===== src/rtl/shifter_pkg.sv =====
// ---------------------------------------------------------------------------
// shifter_pkg
// Definitions shared by the shifter family of blocks.
//   norm_state_t         : control state encoding for shift_normalizer
//   NORM_DEFAULT_WIDTH   : default operand width for the normalizer
// ---------------------------------------------------------------------------
package shifter_pkg;

    localparam int NORM_DEFAULT_WIDTH = 16;

    typedef enum logic [1:0] {
        IDLE  = 2'd0,
        SHIFT = 2'd1,
        DONE  = 2'd2
    } norm_state_t;

endpackage : shifter_pkg


===== src/rtl/shift_normalizer_ctrl.sv =====
// ---------------------------------------------------------------------------
// shift_normalizer_ctrl
// Control FSM and valid/ready handshake for shift_normalizer.
// Ports:
//   clk, reset_n    : clock, asynchronous active-low reset
//   in_valid        : operand offered on the input side
//   out_ready       : consumer accepts the presented result
//   in_is_zero      : offered operand is all zeros
//   in_msb          : offered operand already has its MSB set
//   data_next_msb   : bit WIDTH-2 of the working register (pre-shift)
//   in_ready        : high only in IDLE
//   out_valid       : high only in DONE
//   load            : capture the operand into the datapath this edge
//   shift_en        : shift the datapath register this edge
// ---------------------------------------------------------------------------
module shift_normalizer_ctrl
    import shifter_pkg::*;
(
    input  logic clk,
    input  logic reset_n,
    input  logic in_valid,
    input  logic out_ready,
    input  logic in_is_zero,
    input  logic in_msb,
    input  logic data_next_msb,
    output logic in_ready,
    output logic out_valid,
    output logic load,
    output logic shift_en
);

    norm_state_t state_reg;
    norm_state_t state_next;

    always_ff @(posedge clk or negedge reset_n) begin
        if (!reset_n) begin
            state_reg <= IDLE;
        end else begin
            state_reg <= state_next;
        end
    end

    // in_ready/out_valid depend only on the state register, so no input
    // reaches them combinationally.
    always_comb begin
        state_next = state_reg;
        in_ready   = 1'b0;
        out_valid  = 1'b0;
        load       = 1'b0;
        shift_en   = 1'b0;
        case (state_reg)
            IDLE: begin
                in_ready = 1'b1;
                if (in_valid) begin
                    load = 1'b1;
                    // Zero and already-normalized operands need no shifting.
                    if (in_is_zero || in_msb) begin
                        state_next = DONE;
                    end else begin
                        state_next = SHIFT;
                    end
                end
            end
            SHIFT: begin
                shift_en = 1'b1;
                // If bit WIDTH-2 is set, this shift brings a 1 into the MSB.
                if (data_next_msb) begin
                    state_next = DONE;
                end
            end
            DONE: begin
                out_valid = 1'b1;
                // Returning to IDLE here; in_ready is low on this edge, so no
                // operand is captured at the same time.
                if (out_ready) begin
                    state_next = IDLE;
                end
            end
            default: begin
                state_next = IDLE;
            end
        endcase
    end

endmodule : shift_normalizer_ctrl


===== src/rtl/shift_normalizer.sv =====
// ---------------------------------------------------------------------------
// shift_normalizer
// Normalizes an operand by shifting it left one bit per clock until its MSB
// is set, reporting the number of leading zeros that were removed.
// Ports:
//   clk        : clock, rising edge
//   reset_n    : asynchronous active-low reset
//   in_valid   : in carries an operand
//   in_ready   : block can accept an operand (IDLE only)
//   in         : operand, WIDTH bits
//   out_valid  : result presented on out/count/zero (DONE only)
//   out_ready  : consumer accepts the result
//   out        : normalized operand, zero-filled from the right
//   count      : leading zeros of the operand (shift applied), SEL bits
//   zero       : operand was all zeros
// ---------------------------------------------------------------------------
module shift_normalizer
    import shifter_pkg::*;
#(
    parameter int WIDTH = NORM_DEFAULT_WIDTH,
    localparam int SEL  = $clog2(WIDTH)
) (
    input  logic             clk,
    input  logic             reset_n,
    input  logic             in_valid,
    output logic             in_ready,
    input  logic [WIDTH-1:0] in,
    output logic             out_valid,
    input  logic             out_ready,
    output logic [WIDTH-1:0] out,
    output logic [SEL-1:0]   count,
    output logic             zero
);

    logic [WIDTH-1:0] data_reg;
    logic [SEL-1:0]   count_reg;
    logic             zero_reg;
    logic             load;
    logic             shift_en;
    logic             in_is_zero;

    assign in_is_zero = (in == '0);

    shift_normalizer_ctrl u_ctrl (
        .clk           (clk),
        .reset_n       (reset_n),
        .in_valid      (in_valid),
        .out_ready     (out_ready),
        .in_is_zero    (in_is_zero),
        .in_msb        (in[WIDTH-1]),
        .data_next_msb (data_reg[WIDTH-2]),
        .in_ready      (in_ready),
        .out_valid     (out_valid),
        .load          (load),
        .shift_en      (shift_en)
    );

    // The controller leaves SHIFT as soon as a 1 reaches the MSB, so count
    // stops at WIDTH-1 (operand = 1) and cannot wrap.
    always_ff @(posedge clk or negedge reset_n) begin
        if (!reset_n) begin
            data_reg  <= '0;
            count_reg <= '0;
            zero_reg  <= 1'b0;
        end else if (load) begin
            data_reg  <= in;
            count_reg <= '0;
            zero_reg  <= in_is_zero;
        end else if (shift_en) begin
            data_reg  <= {data_reg[WIDTH-2:0], 1'b0};
            count_reg <= count_reg + SEL'(1);
        end
    end

    assign out   = data_reg;
    assign count = count_reg;
    assign zero  = zero_reg;

endmodule : shift_normalizer

===== config.mk =====
export PLATFORM = sky130hd
export DESIGN_NAME = shift_normalizer
export DESIGN_NICKNAME = d
export VERILOG_FILES = /design/src/rtl/shifter_pkg.sv /design/src/rtl/shift_normalizer_ctrl.sv /design/src/rtl/shift_normalizer.sv
export SDC_FILE = /design/constraint.sdc
export NUM_CORES = 1
export LEC_CHECK = 0
export CAP_MARGIN = 20
export CORE_ASPECT_RATIO = 2
export CORE_MARGIN = 4
export CORE_UTILIZATION = 30
export CTS_CLUSTER_SIZE = 24
export DETAILED_ROUTE_END_ITERATION = 10
export PLACE_DENSITY = 0.64
export SLEW_MARGIN = 20
export SYNTH_ARGS = -nofsm -noshare
export SYNTH_HDL_FRONTEND = slang
export SYNTH_HIERARCHICAL = 1
export SYNTH_SLANG_ARGS = --single-unit

===== constraint.sdc =====
create_clock -name clk -period 1.9 [get_ports clk]
set_clock_uncertainty 0.15 [all_clocks]
set_input_delay 0.285 -clock clk [delete_from_list [all_inputs] [get_ports clk]]
set_output_delay 0.285 -clock clk [all_outputs]
set_load 0.02 [all_outputs]

==> impl_results.md <==
* Result of the run: complete, no violations
* Initial core utilization at 31.88%
* Number of buffers inserted during clock tree synthesis at 3
* Post-layout min period at 1.749 ns
* Critical path, cell by cell: clkdlybuf4s50_1
* Wirelength, routed at approximately 2800 um
* Top cell types by occurrence after synthesis: dfrtp_1 (23), nand2_1 (18), mux2i_1 (16), o21ai_1 (16), nor2_1 (6)
* Hold-fix buffers at CTS at 0
* Clock insertion delay at the later pin of the skew report at 0.26 ns
* Largest delay contributor family on the critical path: buffers and inverters
* Root buffer cell: clkbuf_8
* Buffering stage count on the worst path with inverters included at 1
* Startpoint kind of the worst setup timing path: flip-flop
* Hold Violations, Final at 0
* PwrDens at 1532 nW/um^2
* Slowest cell on the critical path: clkdlybuf4s50_1
* # port buffers at 42
* MaxCap Viol Count at 0
* Slew HR at 75.28%
* Die span in x at approximately 51 um
* Capturing element type of the critical path: output pin
* Proportion of power drawn by combinational gates at 53.5%
* CP Data Required Time at between 1 and 1.5 ns
* Number of gates resized after cts at 2
* Setup repair after global routing missed its margin: false
* Final net count at 175
* Max Fanout on Critical Path at 4
* Maximum number of pins on one net before global-route repair at 31
* Diode count at 0
* Commonest register cell after synthesis: dfrtp_1
* Routability congestion estimate at 0.7204
* Cell with the most instances after synthesis: dfrtp_1
* Core box area at 3453 um^2
* Boundary Pins at 43
* Maximum ir drop on the vdd rail at between 0.0006 and 0.0007 V
* Final core area utilization at 47.97%
* Area of the mapped netlist at 1101 um^2
* Number of clock sinks at 23
* Number of violations reported at the end of detailed-routing iteration 0 at 19
* Highest attainable clock frequency at 571.9 MHz
* Startpoint of the worst register-to-register path: u_ctrl/state_reg[1]
* Global-route wire length before repair at between 4000 and 5000 um
* Fraction of power spent switching nets at 40.51%
* Number of flops mapped to enable cells by yosys at 0
* Die Footprint at 4762 um^2
* Hold WC Path Type: in2async
* Number of buffers inserted to repair setup after CTS at 0
* Proportion of layout cells with a drive suffix above 1 at 7.843%
* Die height at 93.68 um
* Synthesized flop and latch total at 23
* Main area contributors after synthesis: dfrtp_1 (52%), mux2i_1 (15%), o21ai_1 (7.3%), nand2_1 (6.1%), nor4_1 (2.3%)
* HPWL after detailed placement at 2202 um
* P_leak at 0.6782 nW
* Biggest area consumer among synthesized cells: dfrtp_1
* Clock-pin slew on the worst setup and hold paths at 0.08 ns
* Maximum count of clock buffers along a single path at 2
* Actual transition at the worst max-transition pin at 0.3675 ns
* Setup slack after layout at 0.1513 ns
* Max reg flops at 16
* Number of failing setup endpoints in the final timing report at 0
* Data arrival time of the worst path at between 1 and 1.5 ns
* Drt first pass iters at 4
* Pre-CTS setup slack at -0.1597 ns
* Startpoint of the most critical setup path: count[0]
* Synth async-reset ratio at 100.0%
* Overall Global Routing Usage at between 10% and 20%
* Placement row count at 30
* Register area share after synthesis at 52.27%
* Routed wirelength normalized by instance count at 14.08 um
* Vias per inst at 4.706
* H-tree Lvls at 1
* Largest stage delay on the critical path at about 0.63 ns
* Clk pwr share at 11.8%
* Warnings, synthesis at 6
* Fraction of post-synthesis cell area in the top cell type by area at 52.27%
* Final Cycle Share at approximately 92%
* Initial antenna violation count at 0
* TritonCTS clock tree: done
* Routed via count at 946
* Cells after synthesis at around 110
* P&R area growth vs syn at 50.45%
* Internal Dissipation at 1.510 mW
* Placed cell count at 197
* Total Power Consumption at between 2 and 3 mW
* DRC violation count after routing at 0
* Number of standard cells in the final layout excluding fillers at 201
* Seq pwr share at 34.7%
* Number of distinct library cells after synthesis at 21
* Mapped Avg Cell Area at 10.39 um^2
* Antenna Nets Post-Route at 0
* Category of the most critical setup path: reg2out
* Worst Hold Slack at roughly 0.22 ns
* Vias in the first global route at ~1,000
* Total overflow reported by the global router at 0
* Final Max Tran Viols at 0
* P_sw at 1.028 mW
* Synthesized Nets at 127
## kinds of logic (layout without fill, tap and decap cells)
family / Yosys count / in the layout / synth area share (%)
flip-flops: 23 / 23 / 52.27
AO/OA/AOI/OAI: 19 / 19 / 9.090
multiplexers: 17 / 17 / 15.57
buffers and inverters: 7 / 54 / 3.522
AND/OR/NAND/NOR: 36 / 36 / 16.02
XOR/XNOR: 3 / 3 / 2.387
adder cells (fa/ha/maj): 1 / 1 / 1.136
## power by group through the flow
stage | logic, mW | registers [mW] | clock network, mW
6_report | 1.36 | 0.882 | 0.298
5_1_grt | 1.47 | 0.915 | 0.335
4_1_cts | 1.38 | 0.887 | 0.308
3_5_place_dp | 1.39 | 0.896 | 0
3_3_place_gp | 1.38 | 0.883 | 0
2_1_floorplan | 0.573 | 1.07 | 0
## area by class of cell
class,count,area (um^2)
clock buffers,4,45.04
fillers,353,1797
inverters,1,3.754
multi-input cells,76,489.2
flip-flops and latches,23,575.6
well taps,48,60.06
repair buffers,49,483.0
## metrics by stage
step,setup TNS (ns),area (um^2)
floorplan,0,1101
global placement,-0.2787,1614
detailed placement,-0.3025,1614
global route,0,1657
finish,0,1657
CTS,0,1657
## metal layers
layer  vias to the layer above  share of wire (%)  GRT usage [%]  wire length (um)
li1                        460                  -              -                 -
met1                       461                 40          14.72              1119
met2                        23                 56          22.38              1573
met3                         2                3.5          1.272                99
met4                         0                1.3          5.393                38
met5                         -                  0              0                 0
## path summary, 6_finish.rpt
check                      slack [ns]  endpoint  cells past startpoint
hold reg to reg                  0.37      zero                      1
setup / recovery                 0.15  count[0]                      1
setup reg to reg                 0.34    out[0]                      5
min in group clk                 0.37      zero                      1
max in group asynchronous        1.15   out[14]                      2
hold / removal                   0.22    out[6]                      2
## placed cells by master (no fill, tap or decap)
cell,synthesis,final
a21oi_1,1,1
and2_1,1,1
and4_1,1,1
buf_12,0,1
buf_4,2,6
clkbuf_1,0,1
clkbuf_8,0,3
clkdlybuf4s50_1,0,40
dfrtp_1,23,23
dlygate4sd2_1,0,2
ha_1,1,1
inv_1,1,1
mux2_1,1,1
mux2i_1,16,16
nand2_1,18,18
nand2b_1,2,2
nand4_1,1,1
nor2_1,6,6
nor2b_1,2,1
nor2b_2,0,1
nor4_1,4,4
nor4b_2,1,1
o211ai_1,2,2
o21ai_1,16,16
xnor2_1,1,1
xor2_1,2,2
(Power assumes the default switching activity.)
